===== src/rtl/correlate_bank_matcher_if.sv =====
// correlate_bank_matcher_if: window/template read ports, run control and match results
interface correlate_bank_matcher_if #(
  parameter int SAMPLE_W      = 10,
  parameter int WIN_LEN       = 16,
  parameter int NUM_TEMPLATES = 4,
  parameter int ACC_W         = 24
);
  localparam int AW = WIN_LEN > 1 ? $clog2(WIN_LEN) : 1;
  localparam int TW = NUM_TEMPLATES > 1 ? $clog2(NUM_TEMPLATES) : 1;
  localparam int BW = NUM_TEMPLATES * WIN_LEN > 1 ? $clog2(NUM_TEMPLATES * WIN_LEN) : 1;
  logic             start;
  logic [ACC_W-1:0] threshold;
  logic [AW-1:0]    win_addr;
  logic [SAMPLE_W-1:0] win_data;
  logic [BW-1:0]    bank_addr;
  logic [SAMPLE_W-1:0] bank_data;
  logic             busy;
  logic             done;
  logic             match;
  logic [TW-1:0]    best_idx;
  logic [ACC_W-1:0] best_score;
  modport master (
    output start, threshold, win_data, bank_data,
    input  win_addr, bank_addr, busy, done, match, best_idx, best_score
  );
  modport slave (
    input  start, threshold, win_data, bank_data,
    output win_addr, bank_addr, busy, done, match, best_idx, best_score
  );
endinterface


===== src/rtl/correlate_bank_matcher.sv =====
// correlate_bank_matcher: zero-lag correlation of one window against a template bank, best-match select
module correlate_bank_matcher #(
  parameter int SAMPLE_W      = 10,
  parameter int WIN_LEN       = 16,
  parameter int NUM_TEMPLATES = 4,
  parameter int ACC_W         = 24
) (
  input logic clk,
  input logic reset,
  correlate_bank_matcher_if.slave bus
);
  localparam int AW = WIN_LEN > 1 ? $clog2(WIN_LEN) : 1;
  localparam int TW = NUM_TEMPLATES > 1 ? $clog2(NUM_TEMPLATES) : 1;
  localparam int BW = NUM_TEMPLATES * WIN_LEN > 1 ? $clog2(NUM_TEMPLATES * WIN_LEN) : 1;
  typedef enum logic [2:0] {IDLE, RUN, LAST, CMP, DONE} state_t;
  state_t state_q, state_d;
  logic [AW-1:0] i_q, i_d;
  logic [TW-1:0] t_q, t_d, run_idx_q, run_idx_d, best_idx_q, best_idx_d, new_idx;
  logic valid_q, valid_d, match_q, match_d;
  logic signed [ACC_W-1:0] acc_q, acc_d, thr_q, thr_d, run_best_q, run_best_d;
  logic signed [ACC_W-1:0] best_score_q, best_score_d, new_best, prod_x;
  logic signed [2*SAMPLE_W-1:0] prod;
  assign prod = $signed(bus.win_data) * $signed(bus.bank_data);
  assign prod_x = ACC_W'(prod);
  // strict compare so that ties keep the lower template index
  assign new_best = acc_q > run_best_q ? acc_q : run_best_q;
  assign new_idx = acc_q > run_best_q ? t_q : run_idx_q;
  assign bus.win_addr = i_q;
  assign bus.bank_addr = BW'(t_q) * BW'(WIN_LEN) + BW'(i_q);
  assign bus.busy = state_q != IDLE;
  assign bus.done = state_q == DONE;
  assign bus.match = match_q;
  assign bus.best_idx = best_idx_q;
  assign bus.best_score = best_score_q;
  always_comb begin
    state_d = state_q;
    i_d = i_q;
    t_d = t_q;
    thr_d = thr_q;
    run_best_d = run_best_q;
    run_idx_d = run_idx_q;
    best_score_d = best_score_q;
    best_idx_d = best_idx_q;
    match_d = match_q;
    valid_d = state_q == RUN;
    acc_d = valid_q ? acc_q + prod_x : acc_q;
    case (state_q)
      IDLE: if (bus.start) begin
        thr_d = $signed(bus.threshold);
        i_d = '0;
        t_d = '0;
        acc_d = '0;
        run_best_d = {1'b1, {(ACC_W-1){1'b0}}};
        run_idx_d = '0;
        state_d = RUN;
      end
      RUN: begin
        state_d = i_q == AW'(WIN_LEN - 1) ? LAST : RUN;
        i_d = i_q == AW'(WIN_LEN - 1) ? i_q : i_q + AW'(1);
      end
      LAST: state_d = CMP;
      CMP: begin
        run_best_d = new_best;
        run_idx_d = new_idx;
        acc_d = '0;
        i_d = '0;
        if (t_q == TW'(NUM_TEMPLATES - 1)) begin
          best_score_d = new_best;
          best_idx_d = new_idx;
          match_d = new_best >= thr_q;
          state_d = DONE;
        end else begin
          t_d = t_q + TW'(1);
          state_d = RUN;
        end
      end
      DONE: state_d = IDLE;
      default: state_d = IDLE;
    endcase
  end
  always_ff @(posedge clk or posedge reset) begin
    if (reset) begin
      state_q <= IDLE;
      i_q <= '0;
      t_q <= '0;
      valid_q <= 1'b0;
      acc_q <= '0;
      thr_q <= '0;
      run_best_q <= '0;
      run_idx_q <= '0;
      best_score_q <= '0;
      best_idx_q <= '0;
      match_q <= 1'b0;
    end else begin
      state_q <= state_d;
      i_q <= i_d;
      t_q <= t_d;
      valid_q <= valid_d;
      acc_q <= acc_d;
      thr_q <= thr_d;
      run_best_q <= run_best_d;
      run_idx_q <= run_idx_d;
      best_score_q <= best_score_d;
      best_idx_q <= best_idx_d;
      match_q <= match_d;
    end
  end
endmodule


===== src/flat_wrapper.sv =====
// flat-port wrapper written by rule: the top's interface ports become plain ports
module correlate_bank_matcher_flat 
#(
  parameter int SAMPLE_W      = 10,
  parameter int WIN_LEN       = 16,
  parameter int NUM_TEMPLATES = 4,
  parameter int ACC_W         = 24
)
  (clk, reset, bus_start, bus_threshold, bus_win_data, bus_bank_data, bus_win_addr, bus_bank_addr, bus_busy, bus_done, bus_match, bus_best_idx, bus_best_score);
  correlate_bank_matcher_if #(.SAMPLE_W(SAMPLE_W), .WIN_LEN(WIN_LEN), .NUM_TEMPLATES(NUM_TEMPLATES), .ACC_W(ACC_W)) bus_i ();
  input logic clk;
  input logic reset;
  input wire logic [$bits(bus_i.start)-1:0] bus_start;
  input wire logic [$bits(bus_i.threshold)-1:0] bus_threshold;
  input wire logic [$bits(bus_i.win_data)-1:0] bus_win_data;
  input wire logic [$bits(bus_i.bank_data)-1:0] bus_bank_data;
  output wire logic [$bits(bus_i.win_addr)-1:0] bus_win_addr;
  output wire logic [$bits(bus_i.bank_addr)-1:0] bus_bank_addr;
  output wire logic [$bits(bus_i.busy)-1:0] bus_busy;
  output wire logic [$bits(bus_i.done)-1:0] bus_done;
  output wire logic [$bits(bus_i.match)-1:0] bus_match;
  output wire logic [$bits(bus_i.best_idx)-1:0] bus_best_idx;
  output wire logic [$bits(bus_i.best_score)-1:0] bus_best_score;
  assign bus_i.start = bus_start;
  assign bus_i.threshold = bus_threshold;
  assign bus_i.win_data = bus_win_data;
  assign bus_i.bank_data = bus_bank_data;
  assign bus_win_addr = bus_i.win_addr;
  assign bus_bank_addr = bus_i.bank_addr;
  assign bus_busy = bus_i.busy;
  assign bus_done = bus_i.done;
  assign bus_match = bus_i.match;
  assign bus_best_idx = bus_i.best_idx;
  assign bus_best_score = bus_i.best_score;
  correlate_bank_matcher #(.SAMPLE_W(SAMPLE_W), .WIN_LEN(WIN_LEN), .NUM_TEMPLATES(NUM_TEMPLATES), .ACC_W(ACC_W)) u_core (.clk(clk), .reset(reset), .bus(bus_i));
endmodule

===== config.mk =====
export PLATFORM = sky130hd
export DESIGN_NAME = correlate_bank_matcher_flat
export DESIGN_NICKNAME = d
export VERILOG_FILES = /design/src/rtl/correlate_bank_matcher_if.sv /design/src/rtl/correlate_bank_matcher.sv /design/src/flat_wrapper.sv
export SDC_FILE = /design/constraint.sdc
export NUM_CORES = 1
export LEC_CHECK = 0
export BUFFER_PORTS_ARGS = -buffer_cell sky130_fd_sc_hd__buf_2
export CAP_MARGIN = 20
export CORE_MARGIN = 5
export CORE_UTILIZATION = 45
export DETAILED_ROUTE_END_ITERATION = 12
export SETUP_SLACK_MARGIN = 0.02
export SLEW_MARGIN = 0
export SYNTH_ARGS = -nofsm -noshare
export SYNTH_HDL_FRONTEND = slang
export SYNTH_SLANG_ARGS = --single-unit

===== constraint.sdc =====
create_clock -name clk -period 5.25 [get_ports clk]
set_input_delay 0.2625 -clock clk [delete_from_list [all_inputs] [get_ports clk]]
set_output_delay 0.2625 -clock clk [all_outputs]
set_load 0.005 [all_outputs]

==> results.tsv, run 1 <==
metric	value	unit
outcome	completed	
post-synthesis xor/xnor area fraction	1.69	%
Starting Density	45.5	%
Critical Path, Cell by Cell	buf_2 > nand2_1 > fa_1 > inv_1 > fa_1 > inv_1 > fa_1 > inv_1 > fa_1 > inv_1 > fa_1 > inv_1 > ha_4 > a21oi_1 > o21ai_1 > a41o_1 > or4_1 > a21o_1 > a311o_1 > o21ai_1	
initial antenna violation count	0	
top post-synthesis cells by area	dfrtp_1 (24%), fa_1 (22%), ha_1 (12%), inv_1 (7.8%), mux2_4 (4.3%)	
compound-cell area share of the yosys netlist	7.97	%
GRT overflow	0	
mux contribution to synthesized area	9.54	%
Worst Skew	0.00958	ns
Hold Buf Count CTS	0	
layout cells sized above 1	20.9	%
CTS root buf	clkbuf_16	
mean area per synthesized cell	9.66	µm²
Yosys top cell by area	dfrtp_1	
width of the die	169	µm
Slowest cell on crit path	or4_1	
worst hold-check path type	input pin to asynchronous set/reset pin	
syn_nets	1464	
cell with the most instances after synthesis	inv_1	
Die ar.	28600	µm²
RSZ-0062 raised after global routing	no	
CP max FO	8	
Cells after Synth	1180	
register area share after synthesis	24.4	%
crit path DAT	5.29	ns
Die H	169	µm
CP Launch Type	input pin	
clock buffer depth	2	
Diodes inserted	0	
fraction of registers with async set/reset	100	%
most frequent cells after synthesis	inv_1 (237), fa_1 (124), ha_1 (113), nand2_1 (113), dfrtp_1 (111)	
slew margin rel.	43.9	%
Reg clk slew, reported paths	0.08	ns
CTS tree	done	
fill count	2361	
EDFF count, synth	0	
Num CTS Buffers	9	
post-detail-place hpwl	19700	µm
Wirelength per Cell	14.7	µm
first-pass GRT wire length	42900	µm
#FFs+latches synth	111	
Clk Latency, worst-skew pair	0.36	ns
period utilisation layout	95.5	%
CP max stage delay	0.54	ns
max-cap viol count	0	
Slew Viols, Final	0	
Simple-Gate Fraction of Synth Area	12.4	%
final wirelength	24200	µm
Ports	86	
Total GRT Usage	18.0	%
Port Buffer Count	85	
largest net degree at the start of global routing	61	
post-DR vias/cell	5.03	
Placement Rows	58	
CTS sink cnt	111	
main flop type after synthesis	dfrtp_1	
Vias	8287	
share of the synthesized area in the top cell type	24.4	%
number of global-route vias before repair	8775	
antenna-violating nets left	0	
CP Capture Type	register	
final hold vios	0	
Yosys cell types	58	
worst-margin pin slew	0.840	ns
cell area after synthesis	11400	µm²
DR pass1 iterations	7	
WS Path Type	input pin to register	
H-tree Lvls	3	
CORE AREA	25000	µm²
FMAX	199	MHz
Final nets	1595	
hold slack	0.0398	ns
final critical-path required period	5.01	ns
Final setup viols	0	
1st-iter DRT viols	382	
required time worst endpoint	5.53	ns
GPL Wtd Cong	0.808	
DRC violations left	0	
synthesis-to-finish area growth	13.8	%
YS warnings	0	
R2R Path Start	u_core.acc_q[19]$_DFF_PP0_	
main combinational cell family by area after synthesis	adder cells	
Synth Area in Adders	34.2	%
crit path launch	bus_win_data[5]	
-- sequential cells by signal (all words and copies together) (netlist names) --
signal,cells
u_core.acc_q,24
u_core.bus.best_score,24
u_core.run_best_q,24
u_core.thr_q,24
u_core.bus.win_addr,4
u_core.state_q,3
u_core.bus.best_idx,2
u_core.run_idx_q,2
u_core.t_q,2
u_core.bus.match,1
u_core.valid_q,1
-- worst max-delay path: cells and delay by family --
kind                     cells  cell delay [ns]
adder cells (fa/ha/maj)      6             2.78
buffers and inverters        6             0.45
AO/OA/AOI/OAI                6             1.15
AND/OR/NAND/NOR              2             0.64
-- final timing paths --
path	endpoint	slack, ns	depth (start not counted)
worst max-delay path	u_core.acc_q[23]$_DFF_PP0_	0.24	20
worst min-delay path	u_core.thr_q[7]$_DFFE_PP0P_	0.04	2
worst max register to register	u_core.bus.match$_DFFE_PP0P_	0.57	16
worst min register to register	u_core.thr_q[17]$_DFFE_PP0P_	0.51	1
max in group asynchronous	u_core.run_best_q[14]$_DFFE_PP0P_	4.05	3
min in group clk	u_core.thr_q[2]$_DFFE_PP0P_	0.13	2
-- per-layer routing --
metal  track usage [%]  vias to the layer above  routed length [µm]
li1                  -                     4046                   -
met1              25.1                     4132               11200
met2              31.7                       97               12200
met3              1.96                       12                 608
met4              2.00                        0                 128
met5                 0                        -                   0
-- cells in the final DEF, fill, tap and decap left out, drive strengths merged, types with 3 or more instances in the layout --
cell and instances:
a211oi 7, a21o 15, a21oi 36, a31oi 4
and2 42, buf 165, clkbuf 10, clkinv 6
dfrtp 111, fa 124, ha 113, inv 239
mux2 74, mux2i 13, nand2 113, nand2b 4
nand3 40, nand4 12, nor2 42, nor2b 13
nor3 10, nor3b 3, nor4 5, o21a 4
o21ai 53, o21bai 4, o22ai 5, xnor2 15
xor2 7
-- cell type report --
cell class              instances  area [µm²]  area share [%]
clock inverters                 6        52.6           0.405
repair buffers                165        1040            8.01
multi-input cells             785        7550            58.2
well taps                     330         413            3.18
flip-flops and latches        111        2780            21.4
clock buffers                  10         239            1.84
inverters                     239         900            6.93
-- what timing repair did --
action | 4_1_cts | 5_1_grt
gates resized for setup | 0 | 3
setup endpoints to repair | 0 | 4
buffers inserted | 0 | 2
-- cells by family (layout without fill, tap and decap cells) --
logic type,after synthesis,count (layout)
buffers and inverters,284,420
xor gates and xnor gates,22,22
and+or+nand+nor,292,292
adders and majority gates,237,237
DFF,111,111
muxes,87,87
AOI/OAI and AO/OA,147,147
-- stage by stage --
step                TNS [ns]  area (µm²)  setup WS [ns]  util, %  instances
global placement      -0.139       12700         -0.121     50.5       1628
CTS                        0       12900          0.167     51.7       1644
global route               0       13000         0.0256     51.8       1646
finish                     0       13000          0.237     51.8       1646
detailed placement    -0.292       12700         -0.197     50.5       1628
floorplan                  0       11500         0.0216        -       1180
Power of run 1 is left out: the tool's default activity adds up to more than one toggle a clock period on the data nets, which glitch-free logic cannot reach.
==> run 2: changes to the inputs <==
--- a/config.mk
+++ b/config.mk
@@ -7,10 +7,10 @@
 export LEC_CHECK = 0
 export BUFFER_PORTS_ARGS = -buffer_cell sky130_fd_sc_hd__buf_2
 export CAP_MARGIN = 20
+export CORE_ASPECT_RATIO = 0.6
 export CORE_MARGIN = 5
 export CORE_UTILIZATION = 45
 export DETAILED_ROUTE_END_ITERATION = 12
-export SETUP_SLACK_MARGIN = 0.02
 export SLEW_MARGIN = 0
 export SYNTH_ARGS = -nofsm -noshare
 export SYNTH_HDL_FRONTEND = slang
==> results.tsv, run 2 (synthesis results as in run 1) <==
metric	value	unit	change
outcome	completed		
Clk Latency, worst-skew pair	0.36	ns	about the same
final hold vios	0		unchanged
max-cap viol count	0		unchanged
width of the die	215	µm	+27%
Starting Density	45.4	%	-0.14 points
RSZ-0062 raised after global routing	no		
worst-margin pin slew	0.797	ns	-0.0433 ns
slew margin rel.	46.9	%	+3.0 points
most frequent cells in the layout	inv_1 (236), fa_1 (121), nand2_1 (112)		
CORE AREA	25100	µm²	+0.30%
most frequent CP cell	fa_1		
CP Launch Type	input pin		
Total GRT Usage	18.6	%	+0.54 points
first-pass GRT wire length	44100	µm	+3.0%
crit path DAT	5.32	ns	+0.03 ns
Final nets	1596		+0.063%
setup tns final	0	ns	unchanged
CTS root buf	clkbuf_16		
post-DR vias/cell	5.02		-0.27%
final setup slack of the worst path	0.217	ns	-0.0199 ns
Num CTS Buffers	9		unchanged
register area	2780	µm²	unchanged
Die H	133	µm	-21%
initial antenna violation count	0		unchanged
Multi-input gate area	7530	µm²	-0.25%
1st-iter DRT viols	407		+6.5%
largest net degree at the start of global routing	63		+3.3%
GRT overflow	0		unchanged
Die ar.	28700	µm²	+0.37%
Diodes inserted	0		unchanged
CP max FO	10		+2
Core Util, Final	51.7	%	-0.13 points
period utilisation layout	95.9	%	+0.38 points
Worst Skew	0.00793	ns	-0.00165 ns
DRC violations left	0		unchanged
worst hold-check path type	input pin to asynchronous set/reset pin		
Slew Viols, Final	0		unchanged
CP Capture Type	register		
fill count	2315		-1.9%
Ports	86		unchanged
clock buffer depth	2		unchanged
layout cells sized above 1	20.7	%	-0.17 points
WS Path Type	input pin to register		
Final setup viols	0		unchanged
DR pass1 iterations	5		-2
hold slack	0.0515	ns	+0.0117 ns
number of global-route vias before repair	8756		-0.22%
commonest non-fill, non-tap cell in the layout	inv_1		
Wirelength per Cell	15.4	µm	+4.8%
CTS tree	done		
pre-CTS setup slack	-0.228	ns	-0.0311 ns
Reg clk slew, reported paths	0.07	ns	about the same
Vias	8265		-0.27%
final critical-path required period	5.03	ns	+0.0199 ns
final wirelength	25300	µm	+4.8%
GPL Wtd Cong	0.828		+2.5%
CTS sink cnt	111		unchanged
crit path launch	bus_win_data[8]		
Port Buffer Count	85		unchanged
Placement Rows	45		-22%
post-detail-place hpwl	20700	µm	+5.2%
required time worst endpoint	5.53	ns	about the same
Worst Reg-to-Reg Cells	17		+1
synthesis-to-finish area growth	13.8	%	about the same
Slowest cell on crit path	fa_1		
antenna-violating nets left	0		unchanged
CP max stage delay	0.58	ns	+0.04 ns
FMAX	199	MHz	-0.40%
H-tree Lvls	3		unchanged
Critical Path, Cell by Cell	buf_2 > nand2_1 > fa_1 > inv_1 > fa_1 > fa_1 > fa_1 > inv_1 > fa_1 > inv_1 > ha_1 > a21oi_1 > nor2b_1 > a41o_1 > or4_1 > a21o_1 > a311o_1 > o21ai_1		
R2R Path Start	u_core.acc_q[19]$_DFF_PP0_		
run 2: area by class of cell:
type	count	area share (%)
multi-input cells	785	58.1
flip-flops and latches	111	21.4
repair buffers	166	8.10
inverters	239	6.93
well taps	329	3.17
clock buffers	10	1.76
clock inverters	6	0.578
run 2: worst paths after layout:
| check | to | slack (ns) |
|---|---|---|
| max in group asynchronous | u_core.run_idx_q[0]$_DFFE_PP0P_ | 4.08 |
| worst min register to register | u_core.thr_q[4]$_DFFE_PP0P_ | 0.51 |
| worst max register to register | u_core.bus.match$_DFFE_PP0P_ | 0.70 |
| min in group clk | u_core.thr_q[9]$_DFFE_PP0P_ | 0.13 |
| worst min-delay path | u_core.thr_q[6]$_DFFE_PP0P_ | 0.05 |
| worst max-delay path | u_core.acc_q[23]$_DFF_PP0_ | 0.22 |
run 2: routing by layer:
layer | vias to the layer above | global-route usage, % | part of all wire, %
met5 | - | 0 | 0
met1 | 4082 | 28.9 | 52
met3 | 13 | 3.91 | 5.0
met4 | 0 | 1.99 | 0.50
met2 | 127 | 27.6 | 42
li1 | 4043 | - | -
run 2: worst max-delay path: cells and delay by family:
family	cells	cell delay, ns
buffers and inverters	4	0.36
AND/OR/NAND/NOR	3	0.70
AO/OA/AOI/OAI	5	1.01
adder cells (fa/ha/maj)	6	2.98
run 2: repair_timing:
| action | CTS | global route |
|---|---|---|
| hold buffers | 0 | 0 |
| setup buffers | 0 | 0 |
| endpoints found under the setup margin | 0 | 5 |
| resized for setup | 0 | 3 |
run 2: stage by stage:
step / area [µm²] / cells
after floorplan: 11400 / 1180
after global placement: 12700 / 1630
after detailed placement: 12700 / 1630
after CTS: 13000 / 1646
after global routing: 13000 / 1646
final: 13000 / 1646
Power of run 2 is left out for the same reason.
